**src/rtl/ext_link_rx.sv**
```systemverilog
// ext_link_rx: inter-board serial receiver (start + LSB-first data + stop) with ack pulse and valid/ready output.
// Optional even-parity bit and parity_err port when EXT_RX_PARITY_EN is defined.
module ext_link_rx #(
    parameter int DATA_WIDTH   = 8,
    parameter int CLKS_PER_BIT = 16,
    parameter int ACK_BITS     = 1
) (
    input  logic                  clk,
    input  logic                  reset,
    input  logic                  receiver_en,
    input  logic                  ext_data_in,
    output logic                  ack_out,
    output logic [DATA_WIDTH-1:0] rx_data,
    output logic                  rx_valid,
    input  logic                  rx_ready,
    output logic                  frame_err,
    output logic                  overrun,
`ifdef EXT_RX_PARITY_EN
    output logic                  parity_err,
`endif
    output logic [2:0]            state_rx
);

    localparam int ACK_LEN = ACK_BITS * CLKS_PER_BIT;
    localparam int BW      = $clog2(CLKS_PER_BIT);
    localparam int AW      = $clog2(ACK_LEN);
    localparam int CW      = $clog2(DATA_WIDTH + 1);

    localparam logic [BW-1:0] HALF_LAST = BW'(CLKS_PER_BIT / 2 - 1);
    localparam logic [BW-1:0] BIT_LAST  = BW'(CLKS_PER_BIT - 1);
    localparam logic [AW-1:0] ACK_LAST  = AW'(ACK_LEN - 1);
    localparam logic [CW-1:0] DATA_LAST = CW'(DATA_WIDTH - 1);

    typedef enum logic [2:0] {
        IDLE   = 3'd0,
        START  = 3'd1,
        DATA   = 3'd2,
        STOP   = 3'd3,
        ACK    = 3'd4
`ifdef EXT_RX_PARITY_EN
        , PARITY = 3'd5
`endif
    } state_t;

    state_t                state;
    logic [1:0]            sync;
    logic                  en_d;
    logic [BW-1:0]         bit_cnt;
    logic [AW-1:0]         ack_cnt;
    logic [CW-1:0]         data_cnt;
    logic [DATA_WIDTH-1:0] shreg;

    logic sin;
    logic bit_done;
    logic en_fall;

    assign sin      = sync[1];
    assign bit_done = (bit_cnt == BIT_LAST);
    assign en_fall  = en_d & ~receiver_en;
    assign state_rx = state;

    always_ff @(posedge clk or negedge reset) begin
        if (!reset) begin
            state      <= IDLE;
            sync       <= '1;
            en_d       <= 1'b0;
            bit_cnt    <= '0;
            ack_cnt    <= '0;
            data_cnt   <= '0;
            shreg      <= '0;
            ack_out    <= 1'b0;
            rx_data    <= '0;
            rx_valid   <= 1'b0;
            frame_err  <= 1'b0;
            overrun    <= 1'b0;
`ifdef EXT_RX_PARITY_EN
            parity_err <= 1'b0;
`endif
        end else begin
            sync <= {sync[0], ext_data_in};
            en_d <= receiver_en;

            if (rx_valid && rx_ready)
                rx_valid <= 1'b0;

            // A falling enable forces IDLE below, so no flag can be set in the same cycle.
            if (en_fall) begin
                frame_err  <= 1'b0;
                overrun    <= 1'b0;
`ifdef EXT_RX_PARITY_EN
                parity_err <= 1'b0;
`endif
            end

            case (state)
                IDLE: begin
                    bit_cnt <= '0;
                    if (!sin && receiver_en)
                        state <= START;
                end
                START: begin
                    if (!receiver_en) begin
                        state <= IDLE;
                    end else if (bit_cnt == HALF_LAST) begin
                        bit_cnt  <= '0;
                        data_cnt <= '0;
                        state    <= sin ? IDLE : DATA;
                    end else begin
                        bit_cnt <= bit_cnt + 1'b1;
                    end
                end
                DATA: begin
                    if (!receiver_en) begin
                        state <= IDLE;
                    end else if (bit_done) begin
                        bit_cnt  <= '0;
                        shreg    <= {sin, shreg[DATA_WIDTH-1:1]};
                        data_cnt <= data_cnt + 1'b1;
                        if (data_cnt == DATA_LAST)
`ifdef EXT_RX_PARITY_EN
                            state <= PARITY;
`else
                            state <= STOP;
`endif
                    end else begin
                        bit_cnt <= bit_cnt + 1'b1;
                    end
                end
`ifdef EXT_RX_PARITY_EN
                PARITY: begin
                    if (!receiver_en) begin
                        state <= IDLE;
                    end else if (bit_done) begin
                        bit_cnt <= '0;
                        if (^{shreg, sin}) begin
                            parity_err <= 1'b1;
                            state      <= IDLE;
                        end else begin
                            state <= STOP;
                        end
                    end else begin
                        bit_cnt <= bit_cnt + 1'b1;
                    end
                end
`endif
                STOP: begin
                    if (!receiver_en) begin
                        state <= IDLE;
                    end else if (bit_done) begin
                        bit_cnt <= '0;
                        if (sin) begin
                            rx_data  <= shreg;
                            rx_valid <= 1'b1;
                            if (rx_valid && !rx_ready)
                                overrun <= 1'b1;
                            ack_out <= 1'b1;
                            ack_cnt <= '0;
                            state   <= ACK;
                        end else begin
                            frame_err <= 1'b1;
                            state     <= IDLE;
                        end
                    end else begin
                        bit_cnt <= bit_cnt + 1'b1;
                    end
                end
                ACK: begin
                    if (ack_cnt == ACK_LAST) begin
                        ack_out <= 1'b0;
                        state   <= IDLE;
                    end else begin
                        ack_cnt <= ack_cnt + 1'b1;
                    end
                end
                default: state <= IDLE;
            endcase
        end
    end

endmodule
```
**config.mk**
```make
export PLATFORM = sky130hd
export DESIGN_NAME = ext_link_rx
export DESIGN_NICKNAME = d
export VERILOG_FILES = /design/src/rtl/ext_link_rx.sv
export SDC_FILE = /design/constraint.sdc
export NUM_CORES = 1
export LEC_CHECK = 0
export BUFFER_PORTS_ARGS = -buffer_cell sky130_fd_sc_hd__buf_2
export CAP_MARGIN = 10
export CORE_UTILIZATION = 44
export DETAILED_ROUTE_END_ITERATION = 10
export HOLD_SLACK_MARGIN = 0.03
export PLACE_DENSITY = 0.65
export SLEW_MARGIN = 30
export SYNTH_ARGS = -nofsm -noshare
export SYNTH_HDL_FRONTEND = slang
export SYNTH_SLANG_ARGS = --single-unit
```
**constraint.sdc**
```tcl
create_clock -name clk -period 2.96 [get_ports clk]
set_input_delay 0.296 -clock clk [delete_from_list [all_inputs] [get_ports clk]]
set_output_delay 0.296 -clock clk [all_outputs]
set_load 0.01 [all_outputs]
```
## After elaboration in Yosys (flattened, before gate mapping)

Cells that the tools add are included.

| storage, ports and cells | value |
|---|---|
| output and inout port bits | 15 |
| register bits after elaboration | 38 |
| logic and storage cells | 105 |
| input bits | 5 |

| operators by class | value |
|---|---|
| bitwise logic cells | 2 |
| reduce and logical (&&, ||, !) cells | 17 |
| mux-type cells | 48 |
| eq/ne operators | 23 |
| add/sub/neg operators | 3 |

Operators by type and width:

| operator | count |
|---|---|
| 2-to-1 mux 4 bit | 12 |
| 2-to-1 mux 3 bit | 10 |
| 2-to-1 mux 1 bit | 20 |
| != test 2 bit, second input constant | 10 |
| one-hot mux 4 bit (2 select lines) | 2 |
| one-hot mux 3 bit (5 select lines) | 1 |
| AND reduction 5 bit | 3 |
| adder 4 x 1 -> 4 bit, second input constant | 3 |
| != test 3 bit, second input constant | 4 |
| one-hot mux 4 bit (3 select lines) | 1 |
| equality test 4 x 3 -> 1 bit, second input constant | 2 |
| equality test 4 bit, second input constant | 2 |
| equality test 3 x 2 -> 1 bit, second input constant | 2 |
| AND reduction 3 bit | 2 |
| AND reduction 6 bit | 1 |
| AND reduction 4 bit | 1 |
| nonzero test 2 bit | 2 |
| equality test 3 x 1 -> 1 bit, second input constant | 1 |
| equality test 3 bit, second input constant | 1 |
| logical AND 1 bit | 3 |
| logical NOT 3 bit | 1 |
| nonzero test 3 bit | 1 |
| logical NOT 1 bit | 2 |
| 2-to-1 mux 2 bit | 1 |
| other kinds (5) | 5 |

## Logic depth before layout (Yosys ltp)

| logic depth | value |
|---|---|
| depth in word-level cells | 8 |
| depth in mapped cells | 7 |

## Worst setup path before layout

Ideal clock, no wire load.

| timing path | value |
|---|---|
| path type | flip-flop to flip-flop |
| start | register bit_cnt[0] |
| end | register ack_cnt[0] |
| arrival | 1503 ps |
| slack | 1332 ps |
| period minus slack after synthesis | 1628 ps |
| buffers on the path | 2 |
| cell stages (with the launch flop) | 8 |
| cells stage by stage | dfrtp_1 -> ha_1 -> buf_4 -> and4b_4 -> and4_1 -> buf_6 -> nor2_2 -> mux2_4 |

| between the ends | value |
|---|---|
| cells in the longest elaborated chain, start to end | 3 |

RTL lines:

| what | line | RTL |
|---|---|---|
| start, declared | 48 | `logic [BW-1:0] bit_cnt;` |
| start signal, assigned | 109 | `bit_cnt <= bit_cnt + 1'b1;` |
| start signal, assigned | 126 | `bit_cnt <= bit_cnt + 1'b1;` |
| start signal, assigned | 164 | `bit_cnt <= bit_cnt + 1'b1;` |
| equality test 4 bit | 58 | `assign bit_done = (bit_cnt == BIT_LAST);` |
| != test 2 bit (no source line) | - |  |
| AND reduction 5 bit (no source line) | - |  |
| end signal, assigned | 172 | `ack_cnt <= ack_cnt + 1'b1;` |
| end, declared | 49 | `logic [AW-1:0] ack_cnt;` |

Every way passes these cells.
A chain may end at the register's enable or synchronous reset.

## Worst setup path after layout

Same ends and word-level chain as after synthesis.

==> results_dict.tcl <==
set metrics [dict create \
    syn_nets 167 \
    drv_cap 0 \
    timing.rr.start "bit_cnt[0]$_DFFE_PN0P_" \
    start_kind "flip-flop" \
    max_freq_mhz 507 \
    postPlaceCellArea_um2 1820 \
    hold_viol 0 \
    dieArea_um2 4160 \
    final_area_um2 1900 \
    syn_area_um2 1720 \
    top_layer "met4" \
    clkSinkCount 38 \
    holdPathStages 1 \
    path_clk_slew_ps 70 \
    fin_nets 185 \
    wire_per_inst_um 13.8 \
    grt_first_pass_wirelength_mm 5.51 \
    cts_tree "built" \
    place.port_buffers 19 \
    whs_ps 105 \
    yosys_warnings 0 \
    crit_start "bit_cnt[0]$_DFFE_PN0P_" \
    synth_cell_types 38 \
    worst-slew-pin-transition_ps 823 \
    slew_viol_final 0 \
    wl_met3_um 123 \
    grt_max_degree 39 \
    rr_worst_depth 5 \
    drc_errors 0 \
    finalSetupTns_ps 0 \
    finalCoreUtilization_pct 51.1 \
    antenna_cells 0 \
    worst_slew_margin_rel_pct 45.2 \
    holdCritPathClass "in -> reg" \
    initial_utilization_pct 46.2 \
    cts_max_level 2 \
    postCtsSetupBuffers 0 \
    track_usage_pct 17.6 \
    met2WireLength_mm 1.49 \
    syn_to_final_growth_pct 10.5 \
    viasPerCell 5.36 \
    min_from "ext_data_in" \
    ir_drop_mv 0.402 \
    critPathMaxFanout 10 \
    ys_ff_latch 38 \
    fp.dieW_um 64.5 \
    finClkSkew_ps 9.63 \
    finalWirelength_mm 3.13 \
    crit_arrival_ps 2140 \
    ctsResizeCount 0 \
    avgSynthCellArea_um2 10.8 \
    status "complete, no violations" \
    final.fill_count 359 \
    cts_hold_buf 0 \
    period_share_pct 66.6 \
    pwr_density_cell_nw_per_um2 474 \
    antenna_found_initial 0 \
    power_w 0.000899 \
    syn_inst 159 \
    drt_pass1_iterations 4 \
    numCtsBuffers 5 \
    rsz0062_at_grt "no" \
    worstPathRequired_ps 3130 \
    io_pins 20 \
    rows 22 \
    clock_latency_ps 290 \
    setup_viol 0 \
    cp-end-kind "flip-flop" \
    p_leak_nw 0.985 \
    num_vias 1212 \
    drt_iter0_drc 63 \
    yosysSeqAreaShare_pct 55.5 \
    dp_hpwl_mm 2.08 \
    fp.dieH_um 64.5 \
    min_period_ps 1970 \
    drive_gt1_share_pct 23.6 \
    gp_congestion 0.849 \
    grt_overflow_total 0 \
    clockBufferDepth 2 \
    grt_pass1_vias 1230 \
    root_buffer "clkbuf_8" \
    crit_type "reg -> reg" \
    coreArea_um2 3720 \
    postRouteAntennaNets 0 \
    wl_met1_mm 1.47 \
]
## cell families (layout without fill, tap and decap cells)
kind of cell / after synthesis / count (layout) / synth area share, %
AND/OR/NAND/NOR: 73 / 73 / 21.8
multiplexers: 12 / 12 / 7.87
buffers and inverters: 10 / 29 / 3.79
flip-flops: 38 / 38 / 55.5
adder cells (fa/ha/maj): 3 / 3 / 2.19
AO/OA/AOI/OAI: 22 / 22 / 8.38
XOR/XNOR: 1 / 1 / 0.510
## routing by layer
| metal | track usage (%) | up-vias |
|---|---|---|
| met1 | 21.5 | 594 |
| met3 | 5.99 | 4 |
| met5 | 0 | - |
| met2 | 28.6 | 20 |
| met4 | 6.94 | 0 |
| li1 | - | 594 |
## worst max-delay path, stage by stage, from the launching register on
cell and delay (ps):
dfrtp_1 400, ha_1 320, and4b_4 300, and4_1 460, nor2_2 100, mux2_4 260
## layout make-up
class                   instances  area, um2  share of cell area (%)
repair buffers                 19       95.1                    5.01
flip-flops and latches         38        953                    50.2
well taps                      48       60.1                    3.16
clock inverters                 2       10.0                   0.527
multi-input cells             111        699                    36.8
clock buffers                   6       72.6                    3.82
inverters                       2       7.51                   0.396
## placed cells by master, fill, tap and decap left out, types with 3 or more instances in the layout
cell type and n:
dfrtp_1 36, clkbuf_8 5, buf_2 19, nand2_1 35
nand3_1 8, mux2_2 8, o21ai_0 12, nor2_1 7
nand4_1 3, ha_1 3, mux2i_1 3
## through the flow
| step | worst slack [ps] | std cells |
|---|---|---|
| floorplan | 1330 | 159 |
| global placement | 1100 | 218 |
| detailed placement | 1000 | 218 |
| CTS | 995 | 226 |
| global route | 880 | 226 |
| finish | 989 | 226 |
## report_power, final
group	internal, W	switching [W]
logic	0.00000890	0.0000233
registers	0.000525	0.00000664
clock network	0.000163	0.000172
## cells in the mapped netlist
| library cell | n | area (um2) |
|---|---|---|
| nand3_2 | 1 | 10.0 |
| buf_4 | 3 | 22.5 |
| and2_1 | 1 | 6.26 |
| a21oi_1 | 2 | 10.0 |
| and3_1 | 2 | 12.5 |
| nor2_2 | 2 | 12.5 |
| buf_2 | 1 | 5.00 |
| xnor2_1 | 1 | 8.76 |
| nand2_1 | 35 | 131 |
| nand2b_1 | 2 | 12.5 |
| nand4_1 | 3 | 18.8 |
| buf_6 | 2 | 22.5 |
| nor3_1 | 1 | 5.00 |
| mux2i_1 | 3 | 30.0 |
| nor3b_1 | 1 | 7.51 |
| inv_1 | 2 | 7.51 |
| and4b_4 | 1 | 13.8 |
| ha_1 | 3 | 37.5 |
| o311ai_0 | 1 | 8.76 |
| o22a_1 | 2 | 17.5 |
| a2111oi_2 | 1 | 15.0 |
| mux2_4 | 1 | 15.0 |
| and3b_1 | 1 | 8.76 |
| mux2_2 | 8 | 90.1 |
| a31oi_1 | 1 | 6.26 |
| o21ai_0 | 12 | 60.1 |
| nor2_1 | 7 | 26.3 |
| nand4b_1 | 2 | 17.5 |
| and4b_1 | 1 | 10.0 |
| nor2b_1 | 1 | 6.26 |
| and4_1 | 2 | 17.5 |
| a22o_1 | 2 | 17.5 |
| nand3_1 | 8 | 40.0 |
| dfstp_2 | 2 | 52.6 |
| a311oi_1 | 1 | 8.76 |
| dfrtp_1 | 36 | 901 |
| nor4b_1 | 2 | 17.5 |
| clkbuf_1 | 2 | 7.51 |
## path summary, 6_finish.rpt
kind,to,slack [ps]
max in group asynchronous,ack_out$_DFFE_PN0P_,2330
max reg2reg,ack_cnt[0]$_DFFE_PN0P_,990
min,sync[0]$_DFF_PN1_,100
min in group asynchronous,state_rx[0]$_DFFE_PN0P_,110
max,ack_cnt[0]$_DFFE_PN0P_,990
min reg2reg,sync[1]$_DFF_PN1_,360
## sequential cells by signal, indices dropped and copies added (netlist names)
signal     cells
ack_cnt        4
ack_out        1
bit_cnt        4
data_cnt       4
en_d           1
frame_err      1
overrun        1
rx_data        8
rx_valid       1
shreg          8
state_rx       3
sync           2
(Power assumes the default switching activity.)
